<file path="src/rtl/counter_pkg.sv">
// Shared types and constants for the parametrised step counter family.
package counter_pkg;

    // Behaviour when a step would leave the range 0..MAX_VAL.
    typedef enum logic {
        CNT_WRAP,  // modulo (MAX_VAL+1) arithmetic
        CNT_SAT    // clip at 0 / MAX_VAL
    } cnt_mode_e;

    // Encoding of the dir input.
    localparam logic DIR_UP   = 1'b0;
    localparam logic DIR_DOWN = 1'b1;

endpackage : counter_pkg

</file>
<file path="src/rtl/cnt_next_calc.sv">
// Combinational next-count calculator: applies one clamped step in the
// requested direction and reports whether the raw result left 0..MAX_VAL.
module cnt_next_calc
    import counter_pkg::*;
#(
    parameter int unsigned WIDTH   = 4,
    parameter int unsigned MAX_VAL = 2**WIDTH - 1
) (
    input  logic [WIDTH-1:0] count,
    input  logic [WIDTH-1:0] step,
    input  logic             dir,
    input  cnt_mode_e        mode,
    output logic [WIDTH-1:0] next,
    output logic             out_of_range
);

    // One extra bit so the raw up-sum and the wrap correction never overflow.
    localparam logic [WIDTH:0] MAX_X   = (WIDTH+1)'(MAX_VAL);
    localparam logic [WIDTH:0] MODULUS = (WIDTH+1)'(MAX_VAL + 1);

    logic [WIDTH:0] count_x;
    logic [WIDTH:0] step_x;
    logic [WIDTH:0] s_x;
    logic [WIDTH:0] sum;

    // Clamp the step, form the raw result and fold it back into range.
    always_comb begin
        // NOTE: every output gets a default first so no path can infer a latch.
        next         = count;
        out_of_range = 1'b0;
        count_x      = {1'b0, count};
        step_x       = {1'b0, step};
        s_x          = (step_x > MAX_X) ? MAX_X : step_x;
        sum          = count_x + s_x;

        if (dir == DIR_UP) begin
            out_of_range = (sum > MAX_X);
            if (!out_of_range)
                next = WIDTH'(sum);
            else if (mode == CNT_SAT)
                next = WIDTH'(MAX_X);
            else
                next = WIDTH'(sum - MODULUS);
        end else begin
            out_of_range = (s_x > count_x);
            if (!out_of_range)
                next = WIDTH'(count_x - s_x);
            else if (mode == CNT_SAT)
                next = '0;
            else
                next = WIDTH'(count_x + MODULUS - s_x);
        end
    end

endmodule : cnt_next_calc

</file>
<file path="src/rtl/param_step_counter.sv">
// Parametrised up/down step counter with wrap or saturate mode, programmable
// modulus, synchronous load, terminal-count pulse and sticky range flags.
module param_step_counter
    import counter_pkg::*;
#(
    parameter int unsigned WIDTH     = 4,
    parameter int unsigned MAX_VAL   = 2**WIDTH - 1,
    parameter cnt_mode_e   MODE      = CNT_WRAP,
    parameter int unsigned RESET_VAL = 0
) (
    input  logic             clk,
    input  logic             reset,
    input  logic             en,
    input  logic             dir,
    input  logic [WIDTH-1:0] step,
    input  logic             load,
    input  logic [WIDTH-1:0] load_val,
    input  logic             clr_flags,
    output logic [WIDTH-1:0] count_out,
    output logic             tc,
    output logic             ovf,
    output logic             unf
);

    // Reject illegal parameter combinations at elaboration.
    if (WIDTH < 2) begin : g_bad_width
        $error("param_step_counter: WIDTH must be >= 2");
    end
    if (MAX_VAL < 1 || MAX_VAL > 2**WIDTH - 1) begin : g_bad_max
        $error("param_step_counter: MAX_VAL must be in 1..2**WIDTH-1");
    end
    if (RESET_VAL > MAX_VAL) begin : g_bad_reset
        $error("param_step_counter: RESET_VAL must be <= MAX_VAL");
    end

    localparam logic [WIDTH-1:0] MAX_W   = WIDTH'(MAX_VAL);
    localparam logic [WIDTH-1:0] RESET_W = WIDTH'(RESET_VAL);

    logic [WIDTH-1:0] count_q;
    logic             tc_q;
    logic             ovf_q;
    logic             unf_q;
    logic [WIDTH-1:0] next_count;
    logic             out_of_range;
    logic [WIDTH-1:0] load_clamped;
    logic             step_taken;
    logic             set_ovf;
    logic             set_unf;

    cnt_next_calc #(
        .WIDTH   (WIDTH),
        .MAX_VAL (MAX_VAL)
    ) u_next (
        .count        (count_q),
        .step         (step),
        .dir          (dir),
        .mode         (MODE),
        .next         (next_count),
        .out_of_range (out_of_range)
    );

    // Load has priority over counting; an out-of-range load value saturates.
    assign load_clamped = (load_val > MAX_W) ? MAX_W : load_val;
    assign step_taken   = en && !load;
    assign set_ovf      = step_taken && out_of_range && (dir == DIR_UP);
    assign set_unf      = step_taken && out_of_range && (dir == DIR_DOWN);

    // Count register and terminal-count pulse: load > en > hold.
    always_ff @(posedge clk or posedge reset) begin
        if (reset) begin
            count_q <= RESET_W;
            tc_q    <= 1'b0;
        end else if (load) begin
            // NOTE: non-blocking assignments keep every register sampling pre-edge values.
            count_q <= load_clamped;
            tc_q    <= 1'b0;
        end else if (en) begin
            count_q <= next_count;
            tc_q    <= out_of_range;
        end else begin
            tc_q    <= 1'b0;
        end
    end

    // Sticky range flags; a same-cycle set beats clr_flags.
    always_ff @(posedge clk or posedge reset) begin
        if (reset) begin
            ovf_q <= 1'b0;
            unf_q <= 1'b0;
        end else begin
            ovf_q <= set_ovf || (ovf_q && !clr_flags);
            unf_q <= set_unf || (unf_q && !clr_flags);
        end
    end

    assign count_out = count_q;
    assign tc        = tc_q;
    assign ovf       = ovf_q;
    assign unf       = unf_q;

endmodule : param_step_counter

</file>
<file path="config.mk">
export PLATFORM = sky130hd
export DESIGN_NAME = param_step_counter
export DESIGN_NICKNAME = d
export VERILOG_FILES = /design/src/rtl/counter_pkg.sv /design/src/rtl/cnt_next_calc.sv /design/src/rtl/param_step_counter.sv
export SDC_FILE = /design/constraint.sdc
export NUM_CORES = 1
export LEC_CHECK = 0
export ABC_AREA = 1
export CAP_MARGIN = 20
export CORE_ASPECT_RATIO = 1.25
export CORE_MARGIN = 2
export CORE_UTILIZATION = 37
export CTS_BUF_LIST = sky130_fd_sc_hd__clkbuf_4 sky130_fd_sc_hd__clkbuf_8
export CTS_CLUSTER_SIZE = 25
export DETAILED_ROUTE_END_ITERATION = 16
export PLACE_DENSITY_LB_ADDON = 0.08
export SLEW_MARGIN = 30
export SYNTH_ARGS = -nofsm -noshare
export SYNTH_HDL_FRONTEND = slang
export SYNTH_SLANG_ARGS = --single-unit
</file>
<file path="constraint.sdc">
create_clock -name clk -period 1.65 [get_ports clk]
set_clock_uncertainty 0.1 [all_clocks]
set_input_delay 0.33 -clock clk [delete_from_list [all_inputs] [get_ports clk]]
set_output_delay 0.33 -clock clk [all_outputs]
set_load 0.005 [all_outputs]
</file>
# [Word-level counts from Yosys, hierarchy flattened]
# Index checks and enable logic that the tools add are counted.
[classes] add_sub_neg=5 multipliers=0 div=0 order_cmp=3 eq_ne=0 n_shift=0 muxes=9 bitwise_logic=1 n_reduce_logical=11
[ops] operator="2-to-1 mux 4 bit" count=6
[ops] operator="subtractor 4 bit" count=2
[ops] operator="logical AND 1 bit" count=6
[ops] operator="adder 4 x 4 -> 5 bit" count=1
[ops] operator="greater-than comparator 5 x 4 -> 1 bit, second input constant" count=1
[ops] operator="adder 4 x 1 -> 4 bit, second input constant" count=1
[ops] operator="greater-than comparator 4 bit" count=1
[ops] operator="greater-than comparator 4 bit, second input constant" count=1
[ops] operator="subtractor 4 x 1 -> 4 bit, second input constant" count=1
[ops] operator="2-to-1 mux 1 bit" count=3
[ops] operator="zero test 1 bit" count=2
[ops] operator="logical OR 1 bit" count=2
[ops] operator="nonzero test 2 bit" count=1
[ops] operator="NOT 1 bit" count=1
[word_totals] ff_bits=7 latchBits=0 ramBits=0 mem_bits_ro=0 in_bits=14 output_inout_bits=7 word_cells=33 mem_count=0

# [Longest topological paths before layout]
# Gate-level depths: netlist of run 1.
[depth] word_depth=6 depth_mapped=11 mapped_depth_nobuf=11

# [Hierarchy]
# From an unflattened synthesis of run 1, not the netlist that was laid out.
[hier_totals] cells_unflattened=96 hier_area_um2=674.4
[modules_own_cells] mod="cnt_next_calc" n_inst=1 cells_per_inst=59 area_each_um2=371.6 seq_area_each_um2=0.0
[modules_own_cells] mod="param_step_counter" n_inst=1 cells_per_inst=37 area_each_um2=302.8 seq_area_each_um2=175.2

# [Worst setup path before layout of run 1]
# Ideal clock, no wire load.
[synth_path] path_type="register to register" start="register count_q[0], in the netlist count_out[0]" end="register tc_q, in the netlist tc" setup_time_ps=117 t_arrival_ps=1378 t_required_ps=1433 path_slack_ps=55 stages_incl_launch_ff=8 path_buffers=0 synth_period_minus_slack_ps=1595 path_cell_list="dfrtp_1 > inv_1 > ha_1 > fa_1 > nor3_2 > nor2_1 > o21ai_1 > nor2_1"
[synth_via] elab_chain_len=5 elab_cells_between_ends=6 classes_between="1 x add/sub; 2 x order compare; 3 x mux"
[synth_lines] element="from (decl)" line_no="param_step_counter.sv:39" text="logic [WIDTH-1:0] count_q;"
[synth_lines] element="from (signal assigned)" line_no="param_step_counter.sv:75" text="count_q <= load_clamped;"
[synth_lines] element="from (signal assigned)" line_no="param_step_counter.sv:78" text="count_q <= next_count;"
[synth_lines] element="adder 4 x 4 -> 5 bit" line_no="cnt_next_calc.sv:34" text="sum = count_x + s_x;"
[synth_lines] element="greater-than comparator 5 x 4 -> 1 bit" line_no="cnt_next_calc.sv:37" text="out_of_range = (sum > MAX_X);"
[synth_lines] element="2-to-1 mux 1 bit *" line_no="cnt_next_calc.sv:36" text="if (dir == DIR_UP) begin"
[synth_lines] element="2-to-1 mux 1 bit *" line_no="param_step_counter.sv:77" text="end else if (en) begin"
[synth_lines] element="2-to-1 mux 1 bit *" line_no="param_step_counter.sv:73" text="end else if (load) begin"
[synth_lines] element="to (signal assigned)" line_no="param_step_counter.sv:79" text="tc_q <= out_of_range;"
[synth_lines] element="to (decl)" line_no="param_step_counter.sv:40" text="logic tc_q;"
# Every way passes the cells marked *; elsewhere a longest branch is shown, timed or not.
# A chain may end at the register's enable or synchronous reset.

# [Worst setup path after layout of run 1]
[layout_path] start="register count_q[3], in the netlist count_out[3]" end="output port count_out[3]"
[layout_rtl] element="to (decl)" line_no="param_step_counter.sv:19" text="output logic [WIDTH-1:0] count_out,"
# No word-level cell between the ends.

==> results of run 1 <==
-- final timing paths --
kind                                             to                      from  cells past startpoint  slack [ns]
max                                    count_out[3]  count_out[3]$_DFFE_PP0P_                      1        0.01
min                                   unf$_DFF_PP0_                     reset                      2        0.21
max reg2reg                           unf$_DFF_PP0_  count_out[0]$_DFFE_PP0P_                      7        0.02
min reg2reg                           unf$_DFF_PP0_             unf$_DFF_PP0_                      2        0.41
max in group asynchronous  count_out[1]$_DFFE_PP0P_                     reset                      2        1.02
min in group clk                      unf$_DFF_PP0_             unf$_DFF_PP0_                      2        0.41
-- state kept, by name, summed over array words and instances (netlist names) --
name	cells
unf	1
ovf	1
count_out	4
tc	1
-- layer usage --
| layer | global-route usage, % | routed length, µm | up-vias |
|---|---|---|---|
| met4 | 8.33 | 21 | 0 |
| li1 | - | - | 328 |
| met2 | 28.8 | 872 | 14 |
| met5 | 0 | 0 | - |
| met3 | 2.74 | 40 | 3 |
| met1 | 21.1 | 655 | 284 |
-- cell families (layout without fill, tap and decap cells) --
group,count (synthesis),count (layout)
compound gates,13,13
simple gates,32,32
flops,7,7
buf+inv,16,53
fa+ha+maj,10,10
xor+xnor,1,1
-- repair_timing --
item                       4_1_cts  5_1_grt
setup endpoints to repair        9        8
pin swaps                        2        6
buffers inserted                 3        2
resized for setup               11       17
-- cell type report --
cell class	count	area [µm²]	area share, %
clock buffer	4	30.0	2.88
tap	18	22.5	2.16
multi-input combinational	56	454	43.6
inverter	16	60.1	5.76
sequential	7	176	16.9
timing repair buffer	33	299	28.7
-- report_power, final --
group | switching, mW | leakage (nW) | internal, mW
sequential | 0.0195 | 0.0876 | 0.192
clock | 0.0585 | 0.0184 | 0.108
combinational | 0.171 | 0.418 | 0.197
total | 0.249 | 0.524 | 0.498
-- per-stage QoR --
stage	TNS, ns	worst slack [ns]	instance area, µm²	power, mW	utilization [%]
CTS	0	0.00740	968	0.711	62.0
global route	-0.190	-0.0579	1040	0.805	66.7
global placement	-2.11	-0.410	892	0.506	57.1
detailed placement	-2.22	-0.417	892	0.507	57.1
finish	0	0.0137	1040	0.746	66.7
floorplan	0	0.0548	609	0.365	-
-- Yosys cell counts --
library cell and n:
nand2_1 17, inv_1 14, ha_1 8, dfrtp_1 7, nand3_1 7, o21ai_1 5, nor2_1 4, a21oi_1 3
a22oi_1 3, fa_1 2, inv_2 2, a21o_1 1, nand2_2 1, nand4_1 1, nor2_4 1, nor3_2 1
o211ai_1 1, xor2_1 1
-- layout by cell type (no fill, tap or decap) --
cell type	n
nand2_1	16
clkdlybuf4s50_1	15
buf_4	12
inv_1	11
dfrtp_1	6
inv_2	5
nand3_1	4
nor2_1	4
o21ai_1	4
clkbuf_4	4
a21oi_2	3
nand3_2	3
a22oi_1	3
ha_4	3
ha_1	3
nand2_2	2
fa_2	2
ha_2	2
dlygate4sd2_1	2
dlymetal6s2s_1	2
nor2_4	1
o211ai_1	1
a21o_1	1
nor3_2	1
nand4_1	1
o21ai_2	1
xor2_1	1
dfrtp_2	1
clkbuf_2	1
buf_6	1
==> results.txt, run 1 <==
Placer Congestion: 0.806
maximum vdd drop: 560 µV
Net Count, Synth: 103
Placed Cells: 125
status: finished, final reports clean
Max-cap violations: 0
Crit Path Category: flop to output port
Cells after Synth: 79
vias in the first global route: 576
# rows: 16
grt total ovfl: 0
library cells used by synthesis: 18
dominant cell type by area after synthesis: dfrtp_1
arrival time worst endpoint: 1.21 ns
Vert. Die Dim: 49.4 µm
kind of cell adding the most delay to the critical path: buffers and inverters
count of input and output buffers: 20
Crit path buffers/inverters: 1
Critical Path End Type: output port
worst-margin pin slew: 0.269 ns
crit path max fanout: 4
ant diodes: 0
P_leak: 0.524 nW
layout cells sized above 1: 36.2%
drt pass-1 iters: 6
nets@finish: 141
WL final: 1590 µm
final hold violation count: 0
via count: 629
area of the core: 1560 µm²
Synth Cell Area: 609 µm²
H-tree levels: 1
largest family of logic cells by synthesized area: simple AND/OR/NAND/NOR gates
chip width: 40.3 µm
final setup violation count: 0
critical path required time: 1.22 ns
largest net degree at the start of global routing: 8
Routed Antenna Nets: 0
CTS clk-pin slew, worst paths: 0.05 ns
Mapped Avg Cell Area: 7.71 µm²
critical path's slowest cell: clkdlybuf4s50_1
Seq/Total Area, Yosys: 28.7%
mux cell area share after synthesis: 0%
fmax: 0.611 GHz
# fillers: 131
CP max stage delay: 0.53 ns
I/O pin total: 21
flops & latches, synth: 7
initial antenna violation count: 0
Final HPWL DP: 1150 µm
unrepaired setup endpoints after global routing: yes
Global Route Usage Sum: 17.6%
Startpoint Class: flop
DR vias/cell: 4.69
Clock Tree Buf Depth: 2
Worst-Skew Late Latency: 0.25 ns
DRC Markers: 0
max-slew violations: 0
Post-Layout Cell Count: 134
crit path time final: 1.64 ns
top-area cell type share of the netlist area: 28.7%
first-pass GRT wire length: 2370 µm
Area Growth Syn to Fin: 71.0%
adder-cell share of the synthesized area: 23.0%
starting density of the core: 39.0%
CTS tree: done
CTS Sinks: 7
Syn. warnings: 0
hold_buf cts: 0
Simple-Gate Fraction of Synth Area: 24.2%
CTS buffer count: 3
crit path cell chain: clkdlybuf4s50_1
worst hold-check path type: input port to async pin
average wire per standard cell: 11.9 µm
Fin Hold WS: 0.205 ns
final period utilization: 99.2%
Compound-Gate Fraction of Synth Area: 12.7%
Max-slew headroom: 82.0%
DIE AREA: 1990 µm²
Area contributors post-synth: dfrtp_1 29%, ha_1 16%, nand2_1 10%
Root Buffer: clkbuf_4
DR iter-0 viols: 3
power per cell area: 716 nW/µm²
xor and xnor area share after synthesis: 1.44%
Power figures use the tool's default switching activity.
==> run 2: changes to the inputs <==
- CTS_CLUSTER_DIAMETER: not set -> 30
==> results of run 2 <==
Final layout, timing and power as in run 1 (identical DEF).
==> run 3: changes to the inputs <==
- ABC_AREA: 1 -> not set
- CORE_ASPECT_RATIO: 1.25 -> not set
- CTS_CLUSTER_SIZE: 25 -> not set
==> run 3 against run 2 <==
Net effect: the flow now finishes with violations (setup timing); synthesized area shrank 3.9%; synthesized cell count shrank 15%; fmax shrank 2.3%; critical path type is now flop to flop; critical endpoint is now count_out[2]$_DFFE_PP0P_.
==> results.txt, run 3 <==
EDFF count, synth: 0 (unchanged)
Startpoint Class: flop (unchanged)
count of input and output buffers: 20 (unchanged)
CTS buffer count: 3 (unchanged)
Worst-Skew Late Latency: 0.25 ns (about the same)
CTS clk-pin slew, worst paths: 0.06 ns (was 0.05 ns)
chip width: 43.8 µm (was 40.3 µm)
R2R Path End: count_out[2]$_DFFE_PP0P_ (was unf$_DFF_PP0_)
area of the core: 1490 µm² (was 1560 µm²)
DR vias/cell: 4.69 (about the same)
Max-cap violations: 0 (unchanged)
crit path max fanout: 3 (was 4)
Final HPWL DP: 987 µm (was 1150 µm)
Critical Path End Type: flop (was output port)
drt pass-1 iters: 4 (was 6)
CTS Sinks: 7 (unchanged)
nets@finish: 127 (was 141)
DRC Markers: 0 (unchanged)
Worst R2R Setup Slack: -0.02 ns (was 0.02 ns)
I/O pin total: 21 (unchanged)
first-pass GRT wire length: 2210 µm (was 2370 µm)
layout cells sized above 1: 29.4% (was 36.2%)
critical path required time: 1.68 ns (was 1.22 ns)
final instance area: 966 µm² (was 1040 µm²)
Async SR Flop Fraction: 100% (unchanged)
DR iter-0 viols: 14 (was 3)
arrival time worst endpoint: 1.71 ns (was 1.21 ns)
power per cell area: 726 nW/µm² (was 716 nW/µm²)
max-slew violations: 0 (unchanged)
Net Count, Synth: 91 (was 103)
via count: 554 (was 629)
Synth Cell Area: 586 µm² (was 609 µm²)
Post-Layout Cell Count: 118 (was 134)
FF-to-FF path depth: 8 (was 7)
Syn. warnings: 0 (unchanged)
top-area cell type share of the netlist area: 29.9% (was 28.7%)
H-tree levels: 1 (unchanged)
most frequent cells in the layout: 15 x clkdlybuf4s50_1, 12 x buf_4, 9 x inv_1 (was 16 x nand2_1, 15 x clkdlybuf4s50_1, 12 x buf_4)
top post-synthesis cells by count: 10 x inv_1, 8 x ha_1, 7 x dfrtp_1, 7 x nor2_1, 5 x a21oi_1 (was 17 x nand2_1, 14 x inv_1, 8 x ha_1, 7 x dfrtp_1, 7 x nand3_1)
worst-margin pin slew: 0.322 ns (was 0.269 ns)
cell with the most instances after synthesis: inv_1 (was nand2_1)
ant diodes: 0 (unchanged)
final worst slack: -0.0245 ns (was 0.0137 ns)
Placer Congestion: 0.721 (was 0.806)
WL final: 1390 µm (was 1590 µm)
Routed Antenna Nets: 0 (unchanged)
most common cell after layout, fill and taps aside: clkdlybuf4s50_1 (was nand2_1)
status: finished with violations (was finished, final reports clean)
Largest register FFs: 4 (unchanged)
Root Buffer: clkbuf_4 (unchanged)
vias in the first global route: 528 (was 576)
grt total ovfl: 0 (unchanged)
Mapped Avg Cell Area: 8.74 µm² (was 7.71 µm²)
# fillers: 144 (was 131)
Vert. Die Dim: 43.8 µm (was 49.4 µm)
Placed Area: 861 µm² (was 892 µm²)
final hold violation count: 0 (unchanged)
CTS tree: done (unchanged)
final setup violation count: 3 (was 0)
initial antenna violation count: 0 (unchanged)
worst hold-check path type: input port to async pin (unchanged)
largest net degree at the start of global routing: 10 (was 8)
fmax: 0.597 GHz (was 0.611 GHz)
maximum vdd drop: 437 µV (was 560 µV)
ys flop type: dfrtp_1 (unchanged)
starting density of the core: 39.3% (was 39.0%)
library cells used by synthesis: 23 (was 18)
Clock Tree Buf Depth: 2 (unchanged)
final period utilization: 101% (was 99.2%)
violated checks: setup timing
crit path time final: 1.67 ns (was 1.64 ns)
flops & latches, synth: 7 (unchanged)
Cells after Synth: 67 (was 79)
Post-Route Setup TNS: -0.0566 ns (was 0 ns)
Reg-to-Reg Start: count_out[0]$_DFFE_PP0P_ (unchanged)
dominant cell type by area after synthesis: dfrtp_1 (unchanged)
Area Growth Syn to Fin: 65.0% (was 71.0%)
Global Route Usage Sum: 16.0% (was 17.6%)
Max-slew headroom: 78.5% (was 82.0%)
DIE AREA: 1920 µm² (was 1990 µm²)
Fin Hold WS: 0.205 ns (about the same)
hold_buf cts: 0 (unchanged)
Area contributors post-synth: dfrtp_1 30%, ha_1 17%, fa_1 6.8% (was dfrtp_1 29%, ha_1 16%, nand2_1 10%)
Placed Cells: 110 (was 125)
Crit Path Category: flop to flop (was flop to output port)
Seq/Total Area, Yosys: 29.9% (was 28.7%)
# rows: 14 (was 16)
P_leak: 0.455 nW (was 0.524 nW)
unrepaired setup endpoints after global routing: yes (unchanged)
Total Power: 702 µW (was 746 µW)
average wire per standard cell: 11.8 µm (was 11.9 µm)
==> run 3: changes by cell type after synthesis, sizes merged, moves of 2 or more <==
cell	delta
o22ai	+2
a22oi	-3
mux2i	+2
inv	-6
nand3	-5
o21ai	+2
nand2b	+2
nand2	-14
a21oi	+2
nor2	+2
==> run 3: logic make-up after synthesis <==
| family | synth area share, % |
|---|---|
| AO/OA/AOI/OAI | 16.2 |
| XOR/XNOR | 2.99 |
| adder cells (fa/ha/maj) | 23.9 |
| buffers and inverters | 8.97 |
| flip-flops | 29.9 |
| multiplexers | 3.42 |
| AND/OR/NAND/NOR | 14.5 |
==> run 3: repair_timing <==
action | CTS | global route
gates resized for setup | 13 | 4
endpoints found under the setup margin | 9 | 7
hold endpoints to repair | 0 | 0
pin swaps | 7 | 9
buffers inserted | 3 | 1
==> run 3: area by class of cell <==
| class | count | area [µm²] | share of cell area [%] |
|---|---|---|---|
| Tap cell | 16 | 20.0 | 2.07 |
| Timing Repair Buffer | 33 | 295 | 30.6 |
| Clock buffer | 4 | 30.0 | 3.11 |
| Sequential cell | 7 | 175 | 18.1 |
| Multi-Input combinational cell | 48 | 408 | 42.2 |
| Inverter | 10 | 37.5 | 3.89 |
==> run 3: stage by stage <==
step	util [%]	setup slack (ns)
2_1_floorplan	-	-0.00459
3_3_place_gp	57.8	-0.452
3_5_place_dp	57.8	-0.499
4_1_cts	63.1	-0.0393
5_1_grt	64.9	-0.123
6_report	64.9	-0.0245
==> run 3: power by group <==
part / internal (mW) / switching (mW) / leakage (nW)
combinational: 0.182 / 0.139 / 0.349
sequential: 0.192 / 0.0156 / 0.0877
clock: 0.109 / 0.0639 / 0.0184
total: 0.483 / 0.219 / 0.455
==> run 3: layer usage <==
| layer | part of all wire (%) | vias up | global-route usage, % |
|---|---|---|---|
| li1 | - | 290 | - |
| met1 | 49 | 248 | 21.6 |
| met2 | 46 | 14 | 23.2 |
| met3 | 4.0 | 2 | 2.50 |
| met4 | 0.58 | 0 | 10.9 |
| met5 | 0 | - | 0 |
==> run 3: worst max-delay path by stage <==
stage / from / end / slack (ns) / cells after the start
2_1_floorplan: count_out[0]$_DFFE_PP0P_ / count_out[2]$_DFFE_PP0P_ / -0.005 / 7
3_3_place_gp: step[0] / count_out[2]$_DFFE_PP0P_ / -0.45 / 8
3_5_place_dp: step[0] / count_out[2]$_DFFE_PP0P_ / -0.50 / 8
4_1_cts: count_out[0]$_DFFE_PP0P_ / count_out[2]$_DFFE_PP0P_ / -0.04 / 7
5_1_grt: count_out[0]$_DFFE_PP0P_ / count_out[2]$_DFFE_PP0P_ / -0.12 / 8
6_report: count_out[0]$_DFFE_PP0P_ / count_out[2]$_DFFE_PP0P_ / -0.02 / 8
==> run 3: critical path, stage by stage (launching register included) <==
cell and delay, ns:
dfrtp_1 0.37, inv_1 0.05, ha_2 0.17, fa_2 0.34, mux2i_1 0.17, xnor2_1 0.14, nand2_1 0.08, o21ai_2 0.06
o21ai_2 0.06
==> RTL edit 1: new RTL, flow settings as in run 3 <==
`WIDTH` is set to 4 in 2 places; all go to 6.
--- a/src/rtl/cnt_next_calc.sv
+++ b/src/rtl/cnt_next_calc.sv
@@ -4,5 +4,5 @@
     import counter_pkg::*;
 #(
-    parameter int unsigned WIDTH   = 4,
+    parameter int unsigned WIDTH   = 6,
     parameter int unsigned MAX_VAL = 2**WIDTH - 1
 ) (
--- a/src/rtl/param_step_counter.sv
+++ b/src/rtl/param_step_counter.sv
@@ -4,5 +4,5 @@
     import counter_pkg::*;
 #(
-    parameter int unsigned WIDTH     = 4,
+    parameter int unsigned WIDTH     = 6,
     parameter int unsigned MAX_VAL   = 2**WIDTH - 1,
     parameter cnt_mode_e   MODE      = CNT_WRAP,
Ports: changed (resized count_out, load_val and step); port bits go from 21 to 27. No check against the original RTL was run, so the function may have changed too.
==> RTL edit 1 against run 3 <==
The flow still finishes with violations (negative setup slack); sequential cell count increased by 2; cell area increased by 92%; clock power increased by 24%; worst setup slack got worse by 0.30 ns; wire length increased by 130%; fmax decreased by 15%; die area increased by 52%; synthesized cell count increased by 66%; largest cell class unchanged; first-iteration DRC count increased by 14%; power increased by 82%; critical path type unchanged; synthesized area increased by 58%.
==> RTL edit 1: results (changes against run 3) <==
Status
  – Run status: finished with violations
  – Failing checks: negative setup slack

Timing
  – Setup violators final: 8 (+5)
  – Final WS setup: -0.3209 ns (-0.2964 ns)
  – Setup TNS: -1.689 ns (-1.633 ns)

Layout
  – Largest register FFs: 6 (+2)
  – Share of cells above drive strength 1: 52.46% (+23 points)

Synth
  – Top cells by area, synth: dfrtp_1 (24%), ha_1 (16%), inv_1 (6.1%)
  – Most frequent cells after synthesis: inv_1 (15), ha_1 (12), a21oi_1 (10)
  – Adder-cell share of the synthesized area: 20.51% (-3.4 points)
  – Seq/Total Area, Yosys: 24.29% (-5.6 points)
  – Post-synthesis mux area share: 1.080% (-2.3 points)
  – Mapped Cells: 111 (+66%)

Power and ir drop
  – Int Pwr: 0.8084 mW (+67%)
  – Clk pwr share: 16.8% (-7.8 points)
  – Standby leakage power: 0.8266 nW (+82%)

Setup path
  – Crit-path leading delay family: compound AO/OA/AOI/OAI gates
  – Worst reg2reg endpoint: ovf
  – CP max stage delay: 0.40 ns (+0.03 ns)
  – Largest fanout on the critical path: 2 (-1)

Global route
  – Largest net degree at the start of global routing: 12 (+2)
  – First-pass GRT wire length: 4.540 mm (+110%)
  – Met2 usage: 39.84% (+17 points)

Routing
  – Routed WL: 3.134 mm (+130%)
  – Initial DRC Count: 16 (+2)
  – Drt via density: 5.174 (+10%)

Clocking
  – Clk pin slew, worst setup/hold paths: 0.09 ns (+0.03 ns)

Place
  – DPL Wire Length: 2.090 mm (+110%)
-- RTL edit 1: changes by cell type after synthesis, moves of 3 or more --
| cell | run 3 | this run |
|---|---|---|
| nand2_1 | 4 | 7 |
| o21ai_0 | 3 | 7 |
| inv_1 | 10 | 15 |
| nor2b_1 | 1 | 5 |
| ha_1 | 8 | 12 |
| a21oi_1 | 5 | 10 |
-- RTL edit 1: what timing repair did --
item	in CTS	in global routing
pin swaps	19	18
endpoints found under the setup margin	14	9
buffers inserted	10	3
gates cloned	0	0
resized for setup	35	32
-- RTL edit 1: cell type report --
| class | count | area [µm²] |
|---|---|---|
| Tap cell | 30 | 37.54 |
| Inverter | 15 | 58.81 |
| Multi-Input combinational cell | 82 | 859.6 |
| Sequential cell | 9 | 226.5 |
| Fill cell | 174 | 575.6 |
| Clock buffer | 4 | 30.03 |
| Timing Repair Buffer | 73 | 644.4 |
-- RTL edit 1: metal layers --
metal,up-vias,part of all wire (%)
met2,22,53
met4,0,2.0
met3,8,2.6
met5,-,0
li1,533,-
met1,539,42
==> RTL edit 2: new RTL, flow settings as in run 3 <==
Without the edit above. Reset style: synchronous (`reset`), changed in 2 clocked blocks.
--- a/src/rtl/param_step_counter.sv
+++ b/src/rtl/param_step_counter.sv
@@ -67,5 +67,5 @@
 
     // Count register and terminal-count pulse: load > en > hold.
-    always_ff @(posedge clk or posedge reset) begin
+    always_ff @(posedge clk) begin
         if (reset) begin
             count_q <= RESET_W;
@@ -84,5 +84,5 @@
 
     // Sticky range flags; a same-cycle set beats clr_flags.
-    always_ff @(posedge clk or posedge reset) begin
+    always_ff @(posedge clk) begin
         if (reset) begin
             ovf_q <= 1'b0;
Check against the original RTL: differs if reset is asserted again (counterexample within 4 cycles, from zero or initial values and one cycle with reset high); with reset held inactive, the same outputs for 10 cycles.
==> RTL edit 2 against run 3 <==
The flow still finishes with violations (negative setup slack); highest routed layer is now met3; clock power down 5%; synthesized area increased by 4.3%; core utilization rose by 2.3 points; critical endpoint is now count_out[2]; worst hold slack better by 0.16 ns; synthesized cell count increased by 10%; count of clock-buffer cells in the layout unchanged; sequential power fell by 7%; power down 15%; critical path type unchanged; wire length grew 6.4%; sequential cell count stayed put; cell area increased by 6.0%; worst setup slack worse by 0.023 ns.
==> RTL edit 2: results (changes against run 3) <==
Min path
  – Hold Path Class: reg -> reg

Synth
  – Yosys cell types: 28 (+22%)
  – Post-Synth XOR/XNOR Area: 1.434% (-1.6 points)
  – Most frequent cells after synthesis: a21oi_1 (9), ha_1 (8), dfxtp_1 (7), inv_1 (7), nor2_1 (7)
  – Synth Area in Compound Gates: 17.01% (+0.77 points)
  – Adder-cell share of the synthesized area: 22.95% (-0.98 points)
  – Syn_nets: 98 (+7.7%)

Timing
  – Setup violators final: 1 (-2)
  – Setup TNS: -0.04751 ns (+0.009085 ns)
  – Final WS setup: -0.04751 ns (-0.02301 ns)

Status
  – Failing checks: negative setup slack
  – Run status: finished with violations

Global route
  – Met2 usage: 29.57% (+6.3 points)
  – First-pass GRT wire length: 2.511 mm (+13%)
  – Number of global-route vias before repair: 611 (+16%)
  – GRT Total Usage: 16.85% (+0.84 points)

Setup path
  – Reg2reg path depth: 7 (-1)
  – CP startpoint: count_out[0]
  – CP max stage delay: 0.35 ns (-0.02 ns)

Layout
  – NumNets Final: 137 (+7.9%)
  – Share of cells above drive strength 1: 34.82% (+5.4 points)

Place
  – Placed cell area: 932.1 µm² (+8.3%)
  – Placed Instances: 122 (+11%)
  – Place WS: -0.5007 ns (-0.001660 ns)
  – DPL Wire Length: 1.238 mm (+25%)

Routing
  – M1 wire length: 703 µm (+3.4%)
  – Top Layer Used: met3
  – Vias after detailed routing: 628 (+13%)
  – DR pass1 iterations: 3 (-1)
  – Met3 wire length: 48 µm (-14%)
  – Initial DRC Count: 2 (-12)

Power and ir drop
  – VDD IR max: 0.3938 mV (-9.9%)
  – Standby leakage power: 0.4284 nW (-5.9%)
==> RTL edit 2: cell types whose count changed after synthesis, sizes merged, moves of 2 or more <==
cell / before / now
nand3: 2 / 0
nor3: 0 / 3
nor2b: 1 / 5
nand4: 0 / 2
o21ai: 7 / 2
nand2: 4 / 1
dfrtp: 7 / 0
o22ai: 2 / 0
inv: 10 / 8
dfxtp: 0 / 7
a21oi: 5 / 10
==> RTL edit 2: power by group <==
part           switching [mW]  internal (mW)  total (mW)
clock                  0.0566          0.108       0.165
sequential             0.0123          0.181       0.193
combinational          0.0979          0.141       0.239
total                   0.167          0.430       0.597
==> RTL edit 2: area by class of cell <==
| type | instances | area (µm²) |
|---|---|---|
| multi-input combinational | 56 | 474.2 |
| fill | 142 | 500.5 |
| inverter | 8 | 30.03 |
| timing repair buffer | 37 | 324.1 |
| sequential | 7 | 145.1 |
| tap | 16 | 20.02 |
| clock buffer | 4 | 30.03 |
